**config.mk**
```make
export PLATFORM = sky130hd
export DESIGN_NAME = perf_counter_unit_flat
export DESIGN_NICKNAME = d
export VERILOG_FILES = /design/src/rtl/pl_perf_pkg.sv /design/src/rtl/perf_counter_unit_if.sv /design/src/rtl/perf_sat_counter.sv /design/src/rtl/perf_counter_unit.sv /design/src/flat_wrapper.sv
export SDC_FILE = /design/constraint.sdc
export NUM_CORES = 1
export LEC_CHECK = 0
export BUFFER_PORTS_ARGS = -buffer_cell sky130_fd_sc_hd__buf_2
export CORE_ASPECT_RATIO = 0.8
export CORE_MARGIN = 2
export CORE_UTILIZATION = 40
export CTS_CLUSTER_DIAMETER = 50
export DETAILED_ROUTE_END_ITERATION = 8
export PLACE_DENSITY_LB_ADDON = 0.2
export SYNTH_ARGS = -nofsm -noshare
export SYNTH_HDL_FRONTEND = slang
export SYNTH_SLANG_ARGS = --single-unit
export TNS_END_PERCENT = 20
```
**constraint.sdc**
```tcl
create_clock -name input_clk -period 4.8 [get_ports input_clk]
set_clock_uncertainty 0.2 [all_clocks]
set_input_delay 0.48 -clock input_clk [delete_from_list [all_inputs] [get_ports input_clk]]
set_output_delay 0.48 -clock input_clk [all_outputs]
set_load 0.005 [all_outputs]
```
**src/rtl/pl_perf_pkg.sv**
```systemverilog
// Shared definitions for the PL_CPU performance-counter block.
//   perf_state_t : run / dump / done states of the statistics unit
//   IDX_*        : dump_index value that selects each counter on the dump stream
//   NUM_COUNTERS : number of statistics counters
//   IDX_W        : width of the dump index
package pl_perf_pkg;

   typedef enum logic [1:0] {
      RUN  = 2'd0,
      DUMP = 2'd1,
      DONE = 2'd2
   } perf_state_t;

   localparam int NUM_COUNTERS = 4;
   localparam int IDX_W        = 2;

   localparam logic [IDX_W-1:0] IDX_CYCLES = 2'd0;
   localparam logic [IDX_W-1:0] IDX_STALL  = 2'd1;
   localparam logic [IDX_W-1:0] IDX_BRANCH = 2'd2;
   localparam logic [IDX_W-1:0] IDX_MISS   = 2'd3;

endpackage

```
**src/rtl/perf_counter_unit_if.sv**
```systemverilog
// Valid/ready word stream that carries the frozen statistics out of the block.
//   dump_valid : word on dump_data is valid (master -> slave)
//   dump_ready : consumer accepts the word (slave -> master)
//   dump_data  : counter value (WIDTH bits)
//   dump_index : which counter is on dump_data (see IDX_* in pl_perf_pkg)
//   dump_last  : final word of the dump
interface perf_counter_unit_if
   import pl_perf_pkg::*;
   #(parameter int WIDTH = 32) ();

   logic             dump_valid;
   logic             dump_ready;
   logic [WIDTH-1:0] dump_data;
   logic [IDX_W-1:0] dump_index;
   logic             dump_last;

   modport master (
      output dump_valid,
      output dump_data,
      output dump_index,
      output dump_last,
      input  dump_ready
   );

   modport slave (
      input  dump_valid,
      input  dump_data,
      input  dump_index,
      input  dump_last,
      output dump_ready
   );

endinterface

```
**src/rtl/perf_sat_counter.sv**
```systemverilog
// Saturating up-counter with asynchronous active-high reset.
//   input_clk : clock
//   rst       : asynchronous reset, clears count
//   en        : increment request for this edge
//   count     : current value; sticks at all-ones instead of wrapping
module perf_sat_counter #(
   parameter int WIDTH = 32
) (
   input  logic             input_clk,
   input  logic             rst,
   input  logic             en,
   output logic [WIDTH-1:0] count
);

   always_ff @(posedge input_clk or posedge rst) begin
      if (rst) begin
         count <= '0;
      end else if (en && (count != {WIDTH{1'b1}})) begin
         count <= count + WIDTH'(1);
      end
   end

endmodule

```
**src/rtl/perf_counter_unit.sv**
```systemverilog
// Performance-counter unit for PL_CPU. Counts cycles, stall cycles, resolved
// branches and mispredictions while running; on hlt it freezes the counts and
// streams them out as four words (cycles, stall, branch, miss).
//   input_clk                 : pipeline clock
//   rst                       : asynchronous active-high reset
//   stall                     : pipeline bubble this cycle
//   branch_resolved           : a predicted branch resolved this cycle
//   branch_mispredict         : resolved branch was mispredicted
//   hlt                       : hlt reached commit this cycle
//   cycles_consumed           : cycle count
//   StallCount                : stall-cycle count
//   BranchPredictionCount     : resolved-branch count
//   BranchPredictionMissCount : misprediction count
//   halted                    : counters are frozen
//   dump_bus                  : valid/ready stream of the frozen counters
module perf_counter_unit
   import pl_perf_pkg::*;
#(
   parameter int WIDTH = 32
) (
   input  logic             input_clk,
   input  logic             rst,
   input  logic             stall,
   input  logic             branch_resolved,
   input  logic             branch_mispredict,
   input  logic             hlt,
   output logic [WIDTH-1:0] cycles_consumed,
   output logic [WIDTH-1:0] StallCount,
   output logic [WIDTH-1:0] BranchPredictionCount,
   output logic [WIDTH-1:0] BranchPredictionMissCount,
   output logic             halted,
   perf_counter_unit_if.master dump_bus
);

   perf_state_t state;
   logic counting;
   logic [NUM_COUNTERS-1:0] count_en;
   logic [WIDTH-1:0] counts [NUM_COUNTERS];

   // The hlt cycle itself is not counted; software adds it back.
   assign counting = (state == RUN) && !hlt;

   always_comb begin
      count_en = '0;
      count_en[IDX_CYCLES] = counting;
      count_en[IDX_STALL]  = counting && stall;
      count_en[IDX_BRANCH] = counting && branch_resolved;
      count_en[IDX_MISS]   = counting && branch_resolved && branch_mispredict;
   end

   for (genvar g = 0; g < NUM_COUNTERS; g++) begin : g_ctr
      perf_sat_counter #(.WIDTH(WIDTH)) u_ctr (
         .input_clk (input_clk),
         .rst       (rst),
         .en        (count_en[g]),
         .count     (counts[g])
      );
   end

   assign cycles_consumed           = counts[IDX_CYCLES];
   assign StallCount                = counts[IDX_STALL];
   assign BranchPredictionCount     = counts[IDX_BRANCH];
   assign BranchPredictionMissCount = counts[IDX_MISS];

   // Counters are frozen outside RUN, so the mux output is stable for the
   // whole time a word is offered.
   assign dump_bus.dump_data = counts[dump_bus.dump_index];

   // dump_last is precomputed when the index advances so it is a register
   // aligned with dump_index rather than a decode of it.
   always_ff @(posedge input_clk or posedge rst) begin
      if (rst) begin
         state               <= RUN;
         halted              <= 1'b0;
         dump_bus.dump_valid <= 1'b0;
         dump_bus.dump_index <= IDX_CYCLES;
         dump_bus.dump_last  <= 1'b0;
      end else begin
         case (state)
            RUN: begin
               if (hlt) begin
                  state               <= DUMP;
                  halted              <= 1'b1;
                  dump_bus.dump_valid <= 1'b1;
                  dump_bus.dump_index <= IDX_CYCLES;
                  dump_bus.dump_last  <= 1'b0;
               end
            end
            DUMP: begin
               if (dump_bus.dump_valid && dump_bus.dump_ready) begin
                  if (dump_bus.dump_index == IDX_MISS) begin
                     state               <= DONE;
                     dump_bus.dump_valid <= 1'b0;
                     dump_bus.dump_last  <= 1'b0;
                  end else begin
                     dump_bus.dump_index <= dump_bus.dump_index + IDX_W'(1);
                     dump_bus.dump_last  <= (dump_bus.dump_index == IDX_BRANCH);
                  end
               end
            end
            DONE: begin
               state <= DONE;
            end
            default: begin
               state <= RUN;
            end
         endcase
      end
   end

endmodule

```
**src/flat_wrapper.sv**
```systemverilog
// flat-port wrapper written by rule: the top's interface ports become plain ports
module perf_counter_unit_flat import pl_perf_pkg::*;
#(
   parameter int WIDTH = 32
)
  (input_clk, rst, stall, branch_resolved, branch_mispredict, hlt, cycles_consumed, StallCount, BranchPredictionCount, BranchPredictionMissCount, halted, dump_bus_dump_valid, dump_bus_dump_data, dump_bus_dump_index, dump_bus_dump_last, dump_bus_dump_ready);
  perf_counter_unit_if #(.WIDTH(WIDTH)) dump_bus_i ();
  input  logic input_clk;
  input  logic rst;
  input  logic stall;
  input  logic branch_resolved;
  input  logic branch_mispredict;
  input  logic hlt;
  output logic [WIDTH-1:0] cycles_consumed;
  output logic [WIDTH-1:0] StallCount;
  output logic [WIDTH-1:0] BranchPredictionCount;
  output logic [WIDTH-1:0] BranchPredictionMissCount;
  output logic halted;
  output wire logic [$bits(dump_bus_i.dump_valid)-1:0] dump_bus_dump_valid;
  output wire logic [$bits(dump_bus_i.dump_data)-1:0] dump_bus_dump_data;
  output wire logic [$bits(dump_bus_i.dump_index)-1:0] dump_bus_dump_index;
  output wire logic [$bits(dump_bus_i.dump_last)-1:0] dump_bus_dump_last;
  input wire logic [$bits(dump_bus_i.dump_ready)-1:0] dump_bus_dump_ready;
  assign dump_bus_dump_valid = dump_bus_i.dump_valid;
  assign dump_bus_dump_data = dump_bus_i.dump_data;
  assign dump_bus_dump_index = dump_bus_i.dump_index;
  assign dump_bus_dump_last = dump_bus_i.dump_last;
  assign dump_bus_i.dump_ready = dump_bus_dump_ready;
  perf_counter_unit #(.WIDTH(WIDTH)) u_core (.input_clk(input_clk), .rst(rst), .stall(stall), .branch_resolved(branch_resolved), .branch_mispredict(branch_mispredict), .hlt(hlt), .cycles_consumed(cycles_consumed), .StallCount(StallCount), .BranchPredictionCount(BranchPredictionCount), .BranchPredictionMissCount(BranchPredictionMissCount), .halted(halted), .dump_bus(dump_bus_i));
endmodule
```
# --- Word-level counts from Yosys, hierarchy flattened ---
# Cells that the tools add are included.
classes:
  order_cmp: 1
  n_reduce_logical: 17
  mux: 19
  n_eq_ne: 12
  bitwise_logic: 1
  add_sub_neg: 5
op_table:
  columns: ["cell", "count"]
  rows:
  - ["$add A32 B1 Y32 const B", 4]
  - ["$ne A32 B32 Y1 const B", 4]
  - ["$bmux W32 S2", 1]
  - ["$mux W32", 2]
  - ["$mux W2", 6]
  - ["$logic_and A1 B1 Y1", 9]
  - ["$reduce_and A4 Y1", 2]
  - ["$eq A2 B2 Y1 const B", 3]
  - ["$mux W1", 6]
  - ["$pmux W2 S3", 1]
  - ["$reduce_and A3 Y1", 2]
  - ["$ne A2 B1 Y1 const B", 2]
  - ["$ne A2 B2 Y1 const B", 2]
  - ["$pmux W1 S2", 2]
  - ["$pmux W2 S2", 1]
  - ["$ge A3 B3 Y1 const B", 1]
  - ["$not A2 Y3", 1]
  - ["$add A2 B1 Y2 const B", 1]
  - ["$eq A2 B1 Y1 const B", 1]
  - ["$logic_not A2 Y1", 1]
  - ["$reduce_and A2 Y1", 1]
  - ["$reduce_bool A2 Y1", 1]
  - ["$logic_not A1 Y1", 1]
word_totals:
  out_inout_bits: 165
  ff_bits: 135

# --- Depth between registers and ports, before layout ---
logic_depth:
  depth_word: 5
  ltp_mapped: 8
  depth_no_buf: 7

# --- Hierarchy ---
# From an unflattened synthesis, not the netlist that was laid out.
hier_totals:
  hier_cells: 639
  area_unflattened_um2: 7532.2
by_module_without_submodules:
  columns: ["module", "area_per_inst_um2", "n_inst", "cells_each"]
  rows:
  - ["perf_sat_counter", 1561.5, 4, 139]
  - ["perf_counter_unit", 1286.2, 1, 83]

# --- Worst setup path after synthesis ---
# No wires, ideal clock.
synth_timing:
  path_type: "input port to output port"
  start: "in u_core.dump_bus.dump_index[1]"
  end: "out dump_bus_dump_data[16]"
  cell_stages: 4
  t_required_ps: 4120
  t_arrival_ps: 1864
  path_buffers: 2
  path_slack_ps: 2256
  cell_sequence: "dfrtp_1 -> clkbuf_1 -> buf_1 -> mux4_1"
synth_between:
  elab_chain_len: 4
synth_rtl:
  columns: ["item", "line", "rtl"]
  rows:
  - ["start: declaration", "perf_counter_unit_if.sv:20", "output dump_index,"]
  - ["$not A2 Y3 (implied by the code)", "perf_counter_unit.sv:67", "assign dump_bus.dump_data = counts[dump_bus.dump_index];"]
  - ["$bmux W32 S2", "perf_counter_unit.sv:67", null]
  - ["$mux W32 (implied by the code) (2 in series)", "perf_counter_unit.sv:67", null]
  - ["end: declaration", "flat_wrapper.sv:20", "output wire logic [$bits(dump_bus_i.dump_data)-1:0] dump_bus_dump_data;"]
# Every way passes these cells. The select of a mux whose other input is x is not followed.

# --- Worst setup path in the final report ---
layout_timing:
  start: "in u_core.dump_bus.dump_index[0]"
  end: "out dump_bus_dump_data[6]"
# Same word-level chain as after synthesis.

==> results.md <==
- Hold crit path type: in2async
- Number of global-route vias before repair: 5614
- CP max stage delay: ~0.92 ns
- Hold WS: between 0.03 and 0.04 ns
- Pwr Density: around 380 nW/um^2
- Largest net degree at the start of global routing: 97
- Die footprint: 19300 um^2
- Post-synth top area cell: dfrtp_1
- Final WL: about 22000 um
- Top post-synthesis cells by count: dfrtp_1, xnor2_1, nand2_1
- First-pass GRT wire length: approximately 35000 um
- H-tree depth reported by CTS: 4
- Status: finished clean
- Final hold vios: 0
- Hold-fix buffers, CTS: 0
- Final Util: about half
- Total track usage: 23.8%
- Share of cells above drive strength 1: a little under a third
- # DRC: 0
- Setup Total Neg Slack: 0 ns
- Chip Width: 155 um
- Num rows: 44
- Max Root-Sink Buffers: 2
- Die span in y: approximately 120 um
- IO buf count: ~170
- Fin cells: approximately 1100
- Initial antenna violation count: 0
- FMAX: ~320 MHz
- Worst EP required: around 4.1 ns
- Yosys top cell area share: a little under half
- RSZ-0062 raised after global routing: no
- Most frequent cell after synthesis: dfrtp_1
- Worst path arrival time: roughly 2.4 ns
- Post-DRT Antenna Nets: 0
- Max-slew violation count: 0
- Worst Setup Start Kind: flip-flop
- Synth area leaders: dfrtp_1, mux4_2, xnor2_1
- Final #Nets: ~840
- CTS buffer count: 17
- GRT overflow: 0
- Synth Instances: between 600 and 700
- Initial DRT Pass Iterations: 5
- Worst skew pair latency: about 0.43 ns
- Fillers: approximately 1600
- Vias: ~6000
- Antenna Cells: 0
- Yosys warns: 0
- Top Ports: 172
- Ys async rst share: 100%
- Setup Fix Bufs, Post-CTS: 0
- Max VDD drop: about 0.00022 V
- Synth Flop Type: dfrtp_1
- Reg area: ~3400 um^2
- DR WL/cell: 20.7 um
- Mean Syn Cell Area: 11.3 um^2
- Critical path's slowest cell: dfrtp_1
- Crit Path Max Fanout: 23
- Netlist cell types: 54
- Inst Count DP: 1037
- Pleak: 0.00440 uW
- Root Driver: clkbuf_16
- Area Overhead vs Synth: 24.0%
- Post-Synthesis Cell Area: ~7300 um^2
- Clock-pin slew on the worst setup and hold paths: roughly 0.06 ns
- Area of the multi-input gates: between 3000 and 4000 um^2
- Final Cycle Share: between 60% and 70%
- Num Clock Sinks: about 140
- Sequential element share of the synthesized area: roughly 46%
- Post_cts resized: 0
- Max-slew headroom: about a third
- Initial Util: about 41%
- Mean number of vias per cell: around 5.6
- DR iter-0 viols: between 500 and 600
- Tightest Pin Transition: between 0.9 and 1 ns
- Final setup vio count: 0
- Syn nets: between 600 and 700
- DP HPWL: ~17000 um
- Period minus WS final: roughly 3 ns
- Max-Cap Viols: 0
- Worst path cell trace: buf_4, mux4_2, buf_2
- Post-synthesis register bit count: about 140
- Core ar.: 18000 um^2
- Crit end category: output pin
- CTS tree: built
- Routability cong.: about 0.89
- EDFF count, synth: 0
- Setup CP Type: reg2out
## logic make-up after synthesis
family,after synthesis,share of synthesized area [%]
simple gates,287,21.8
flops,135,46.3
xor+xnor,118,14.2
mux,41,11.4
compound gates,30,3.55
buf+inv,24,1.30
fa+ha+maj,9,1.54
## critical path: cells and delay by family (launching register included)
kind	cells	cell delay, ns
mux	1	0.53
buf+inv	2	0.53
flops	1	0.92
## power breakdown
part	switching, uW	total, uW	leakage [uW]	internal [uW]
Clock	504	1380	0.000295	879
Sequential	232	1460	0.00183	1230
Combinational	258	564	0.00227	306
Total	994	3410	0.00440	2410
## state kept, by name, summed over array words and instances, names as in the netlist
name	cells
u_core.g_ctr.u_ctr.count	128
u_core.dump_bus.dump_index	2
u_core.state	2
u_core.dump_bus.dump_last	1
u_core.dump_bus.dump_valid	1
u_core.halted	1
## final cells by class
class / instances / area share, %
Clock inverter: 13 / 1.98
Inverter: 13 / 0.595
Sequential cell: 135 / 37.4
Timing Repair Buffer: 174 / 9.71
Clock buffer: 19 / 4.90
Multi-Input combinational cell: 485 / 42.3
Tap cell: 230 / 3.18
## metal layers
metal / track usage, % / wire, um / up-vias
li1: - / - / 2757
met1: 35.3 / 10200 / 3039
met2: 35.5 / 10300 / 204
met3: 5.15 / 1420 / 18
met4: 5.83 / 284 / 0
met5: 0 / 0 / -
## cell usage in the layout, fill, tap and decap left out, drive strengths merged, types with 8 or more instances in the layout
master and n:
buf 174, dfrtp 135, xnor2 69, nand2 64, nand4 50, xor2 49
nand3 43, mux4 32, nor2 31, nor3 27, and3 20, clkbuf 19
nor4 14, inv 13, and4 11, ha 9, mux2 8
## path summary, 6_finish.rpt
path / start / endpoint / slack (ns) / cells past startpoint
min in group input_clk: hlt / u_core.halted / 0.15 / 2
min reg2reg: u_core.halted / u_core.halted / 0.29 / 1
min: rst / u_core.g_ctr[0].u_ctr.count[20] / 0.04 / 2
max in group asynchronous: rst / u_core.g_ctr[1].u_ctr.count[31] / 3.28 / 3
max: u_core.dump_bus.dump_index[0] / dump_bus_dump_data[6] / 1.72 / 3
max reg2reg: u_core.state[1] / u_core.g_ctr[3].u_ctr.count[19] / 2.04 / 7
## per-stage QoR
step	setup slack, ns	area (um^2)	total power [uW]
floorplan	0.509	7300	1810
global placement	2.11	8420	2030
detailed placement	2.07	8420	2050
CTS	1.68	9040	3430
global route	1.56	9040	3570
finish	1.72	9040	3410
No activity file was read; power rests on OpenSTA's default activity.
